==> config.mk <==
export PLATFORM = sky130hd
export DESIGN_NAME = uart_rx
export DESIGN_NICKNAME = d
export VERILOG_FILES = /design/src/rtl/uart_rx.sv
export SDC_FILE = /design/constraint.sdc
export NUM_CORES = 1
export LEC_CHECK = 0
export BUFFER_PORTS_ARGS = -buffer_cell sky130_fd_sc_hd__buf_2
export CORE_ASPECT_RATIO = 1.2
export CORE_MARGIN = 4
export CORE_UTILIZATION = 58
export DETAILED_ROUTE_END_ITERATION = 8
export PLACE_DENSITY = 0.87
export REMOVE_ABC_BUFFERS = 1
export SETUP_SLACK_MARGIN = 0.1
export SYNTH_ARGS = -nofsm -noshare
export SYNTH_HDL_FRONTEND = slang
export SYNTH_SLANG_ARGS = --single-unit
export TNS_END_PERCENT = 10
==> constraint.sdc <==
create_clock -name clk -period 2.46 [get_ports clk]
set_input_delay 0.246 -clock clk [delete_from_list [all_inputs] [get_ports clk]]
set_output_delay 0.246 -clock clk [all_outputs]
set_load 0.02 [all_outputs]
==> src/rtl/uart_rx.sv <==
// 8N1 UART receiver: two-flop synchroniser, mid-bit sampling, start-glitch rejection,
// framing-error detection with break hold-off. Outputs mirror uart_tx's data/data_ready pair.
module uart_rx #(
    parameter int CLK_PER_BIT = 100
) (
    input  logic       clk,
    input  logic       rst,
    input  logic       serial,
    output logic [7:0] data,
    output logic       data_ready,
    output logic       frame_err,
    output logic       busy
);

    localparam int CW = $clog2(CLK_PER_BIT);
    localparam logic [CW-1:0] HALF_M1 = CW'(CLK_PER_BIT / 2 - 1);
    localparam logic [CW-1:0] FULL_M1 = CW'(CLK_PER_BIT - 1);

    typedef enum logic [2:0] {
        S_IDLE,
        S_START,
        S_DATA,
        S_STOP,
        S_BREAK
    } state_t;

    logic [1:0]    r_sync;
    state_t        r_state;
    logic [CW-1:0] r_cnt;
    logic [2:0]    r_idx;
    logic [7:0]    r_shift;
    logic [7:0]    r_data;
    logic          r_data_ready;
    logic          r_frame_err;

    state_t        w_state_next;
    logic [CW-1:0] w_cnt_next;
    logic [2:0]    w_idx_next;
    logic [7:0]    w_shift_next;
    logic [7:0]    w_data_next;
    logic          w_data_ready_next;
    logic          w_frame_err_next;
    logic          w_rx_s;

    assign w_rx_s = r_sync[1];

    always_ff @(posedge clk) begin
        if (rst) begin
            r_sync       <= 2'b11;
            r_state      <= S_IDLE;
            r_cnt        <= '0;
            r_idx        <= '0;
            r_shift      <= '0;
            r_data       <= '0;
            r_data_ready <= 1'b0;
            r_frame_err  <= 1'b0;
        end else begin
            r_sync       <= {r_sync[0], serial};
            r_state      <= w_state_next;
            r_cnt        <= w_cnt_next;
            r_idx        <= w_idx_next;
            r_shift      <= w_shift_next;
            r_data       <= w_data_next;
            r_data_ready <= w_data_ready_next;
            r_frame_err  <= w_frame_err_next;
        end
    end

    always_comb begin
        w_state_next      = r_state;
        w_cnt_next        = r_cnt;
        w_idx_next        = r_idx;
        w_shift_next      = r_shift;
        w_data_next       = r_data;
        w_data_ready_next = 1'b0;
        w_frame_err_next  = 1'b0;

        case (r_state)
            S_IDLE: begin
                if (!w_rx_s) begin
                    w_cnt_next   = '0;
                    w_state_next = S_START;
                end
            end
            S_START: begin
                // A start bit that is gone by mid-bit was noise, not a frame.
                if (r_cnt == HALF_M1) begin
                    w_cnt_next = '0;
                    if (!w_rx_s) begin
                        w_idx_next   = '0;
                        w_state_next = S_DATA;
                    end else begin
                        w_state_next = S_IDLE;
                    end
                end else begin
                    w_cnt_next = r_cnt + CW'(1);
                end
            end
            S_DATA: begin
                if (r_cnt == FULL_M1) begin
                    w_shift_next[r_idx] = w_rx_s;
                    w_cnt_next          = '0;
                    w_idx_next          = r_idx + 3'd1;
                    if (r_idx == 3'd7) begin
                        w_state_next = S_STOP;
                    end
                end else begin
                    w_cnt_next = r_cnt + CW'(1);
                end
            end
            S_STOP: begin
                if (r_cnt == FULL_M1) begin
                    w_cnt_next = '0;
                    if (w_rx_s) begin
                        w_data_next       = r_shift;
                        w_data_ready_next = 1'b1;
                        w_state_next      = S_IDLE;
                    end else begin
                        w_frame_err_next  = 1'b1;
                        w_state_next      = S_BREAK;
                    end
                end else begin
                    w_cnt_next = r_cnt + CW'(1);
                end
            end
            S_BREAK: begin
                // Hold off until the line recovers so a long break reports once.
                if (w_rx_s) begin
                    w_state_next = S_IDLE;
                end
            end
            default: begin
                w_state_next = S_IDLE;
            end
        endcase
    end

    assign data       = r_data;
    assign data_ready = r_data_ready;
    assign frame_err  = r_frame_err;
    assign busy       = (r_state == S_START) || (r_state == S_DATA) || (r_state == S_STOP);

endmodule
======== Word-level counts from Yosys, hierarchy flattened ========
Cells that the tools add are included.
cells by class
  magnitude comparators ................... 2
  add/subtract/negate cells ............... 2
  reductions and logical operators ........ 13
  mux-type cells .......................... 22
  equality and inequality tests ........... 14
  bitwise logic cells ..................... 2
operators by type and width
  kind                 count
  $mux 3               10
  $mux 7               3
  $pmux 7 s3           1
  $pmux 3 s5           1
  $ne 2x2->1 const B   7
  $bwmux 8             1
  $add 7x1->7 const B  1
  $eq 7x6->1 const B   1
  $eq 7x7->1 const B   1
  $eq 3x2->1 const B   2
  $eq 3x3->1 const B   2
  $pmux 3 s2           1
  $reduce_and 6->1     1
  $lt 3x4->1 const B   1
  $reduce_and 2->1     2
  $reduce_and 4->1     1
  $add 3x1->3 const B  1
  $demux 1 s3          1
  $eq 3x1->1 const B   1
  $ge 3x1->1 const B   1
  $logic_not 3->1      1
  $mux 1               3
  $reduce_and 3->1     1
  $reduce_bool 3->1    1
  7 further kinds      9
word-level totals
  output and inout port bits .............. 11
  word-level logic and storage cells ...... 63
  input bits .............................. 3
  register bits ........................... 33

======== Logic depth before layout (Yosys ltp) ========
  depth after elaboration ................. 5
  gate-level depth with buffers ........... 6
  gate-level depth less buffers ........... 6

======== Worst setup path after synthesis ========
OpenSTA, ideal clock, no wires.
  path kind ............................... flip-flop to flip-flop
  start ................................... register r_cnt[2]
  end ..................................... register r_state[2]
  library setup time ...................... 79 ps
  required time ........................... 2381 ps
  path buffers ............................ 2
  arrival ................................. 1831 ps
  path slack .............................. 550 ps
  stages on the path, launching flop included .. 7
  path through ............................ dfxtp_1 -> or3b_1 -> buf_6 -> or2_1 -> buf_6 -> or4_4 -> a211oi_2
on the way
  cells in the longest elaborated chain, start to end .. 3
  elaborated cells on any way between the ends .. 6
  those cells by class .................... eq/ne (5); reduce/logical (1)
ends and longest elaborated chain
  element                                          RTL line      text
  start, declared                                  29            logic [CW-1:0] r_cnt;
  start signal, assigned                           60            r_cnt <= w_cnt_next;
  $eq 7x7->1 / $eq 7x6->1 (equally long branches)  100, 112, 87
  $ne 2x2->1 (no line)                             n/a
  $reduce_and 6->1 (no line) *                     n/a
  end signal, assigned                             59            r_state <= w_state_next;
  end, declared                                    28            state_t r_state;
Mark *: on every way between the ends. The rest lies on a longest branch, timed or not.
A chain may end at the register's enable or synchronous reset.

======== Final worst setup path ========
  start ................................... register r_cnt[0]
  end ..................................... register r_state[2]
The elaborated chain is that of the path after synthesis.

==> results.tsv <==
metric	value	unit
outcome	complete, no violations	
yosysTopAreaCell	dfxtp_1	
cp_slowest_cell	or4_4	
grt_usage	19.9	%
synthTopCellsByCount	dfxtp_1, nor2_1, nand2_1	
design_area	0.00171	mm2
dr.pass1.iters	5	
yosys_warnings	0	
clkSinkCount	33	
start_kind	flop	
cts_tree	done	
met1_usage	20.7	%
place_area	0.00163	mm2
grtUsageMet3	5.70	%
top_usage_layer	met2	
cts_max_level	2	
rsz0062_at_grt	false	
drive_above_1_share	15.6	%
hold-path-endpoint	r_sync[0]	
post_cts_resized	0	
maxCapViolCount	0	
crit_fanout	7	
cp_slowest_stage_delay	0.46	ns
crit_type	flop to flop	
hold_buffers	0	
gr-usage-met2	36.0	%
start_util	62.1	%
slew_violations	0	
synthArstFlopShare	0	%
setup_viol	0	
hpwl	2340	um
r2r_slack	0.32	ns
reg2reg_to	r_state[2]	
finalNonFillerCells	219	
drc	0	
drtAntennaViolNets	0	
gp_congestion	0.845	
num-fill-cells	203	
area_growth	7.03	%
multiInputGateArea	847	um2
post_cts_buffers	0	
drtIter0Drc	39	
synth_area_per_cell	9.15	um2
nNetsFinal	192	
synthTopCellsByArea	dfxtp_1, mux2i_1, nor2_1, nand2_1, ha_1	
grt_overflow_total	0	
min_from	serial	
peakVddDrop	457	uV
root_buffer	clkbuf_4	
clkTransAtPathRegs	0.10	ns
synth_edf_count	0	
regArea	661	um2
die_h	65.6	um
grt_pass1_wl	5690	um
port_buffers	13	
p_leak	0.701	nW
cts_buffers	5	
antennaDiodeCount	0	
cts_buffer_depth	2	
synth_seq_area_share	41.3	%
hold_violations	0	
fp.dieArea	0.00367	mm2
drt-wirelength-per-cell	14.8	um
rows	20	
dp.cells	211	
min_path_type	input pin to flop	
r2r_cells	5	
core	0.00258	mm2
min_path_cells	2	
startpoint	r_cnt[0]	
critical_path_required	2.71	ns
fin_worst_skew	0.00830	ns
syn_inst	175	
setup_ws	0.324	ns
fmax	468	MHz
end_kind	flop	
pin_count	14	
r2r-start	r_cnt[0]	
insertion_delay	0.34	ns
timing.final.crit_share	86.8	%
arrival	2.39	ns
synth-seq-cells	33	
synth.distinct_cells	40	
maxSlewHeadroom	48.8	%
tns	0	ns
synth_top_area_share	41.3	%
synth_ff_type	dfxtp_1	
tightest_slew	0.767	ns
path_cells	ha_1 > nand4b_2 > or2_1 > or4_4 > a211oi_2	
avgViaCountPerCell	5.94	
vias	1300	
cellPowerDensity	596	mW/mm2
grt_pass1_vias	1316	
grt_max_degree	27	
antenna_found_initial	0	
power	1.02	mW
timing.hold.ws	0.0826	ns
post-place-ws	0.380	ns
min_period	2.14	ns
yosysMostFrequentCell	dfxtp_1	
final_util	66.5	%
syn_area	0.00160	mm2
drt-total-wl	3240	um
die_w	56.0	um
## cell usage in the layout, fill, tap and decap left out, types with 2 or more instances in the layout
cell type and count:
mux2i_1 16, nor2b_1 2, nor2_1 22, o21ai_0 4, nor3b_1 3, nor4_1 2, buf_2 13, nand4_1 3
xnor2_1 5, nand3_1 5, dfxtp_1 33, a31oi_1 6, inv_1 4, nand2_1 19, ha_1 4, a21oi_1 3
nand3b_1 5, nor3_1 5, a211oi_1 2, or2_2 3, clkbuf_4 5, nor4b_1 3
## worst max-delay path by stage
stage	to	slack, ns	cells after the start
floorplan	r_state[2]	0.60	4
finish	r_state[2]	0.32	5
detailed placement	r_state[2]	0.38	5
CTS	r_state[2]	0.36	5
global placement	r_state[2]	0.54	4
global route	r_shift[6]	0.23	5
## registers in the layout, indices dropped and copies added (netlist names)
| signal | flops |
|---|---|
| r_shift | 8 |
| r_idx | 3 |
| r_cnt | 7 |
| r_state | 3 |
| r_sync | 2 |
| frame_err | 1 |
| data_ready | 1 |
| data | 8 |
## routing by layer
metal	vias to the layer above	share of wire (%)
met1	601	40
met3	12	4.8
li1	640	-
met5	-	0
met2	47	53
met4	0	2.7
## power by group
group	switching (mW)	internal, mW
registers	0.0115	0.541
logic	0.0330	0.0178
clock network	0.175	0.243
## final cells by class
type / instances / area share (%)
sequential: 33 / 38.5
inverter: 4 / 0.876
multi-input combinational: 128 / 49.4
clock buffer: 7 / 3.21
timing repair buffer: 13 / 3.80
clock inverter: 1 / 1.75
tap: 33 / 2.41
## cell families (layout without fill, tap and decap cells)
family,count (synthesis),count (layout),share of synthesized area (%)
xor+xnor,6,6,3.28
compound gates,20,20,8.44
mux,16,16,10.0
fa+ha+maj,4,4,3.13
flops,33,33,41.2
simple gates,82,82,28.0
buf+inv,14,25,5.86
## worst max-delay path, delay by kind of cell, from the launching register on
family,cells,cell delay (ns)
DFF,1,0.43
and+or+nand+nor,3,1.10
AOI/OAI and AO/OA,1,0.26
adders and majority gates,1,0.26
Note: power is estimated with default switching activity, not from simulation.
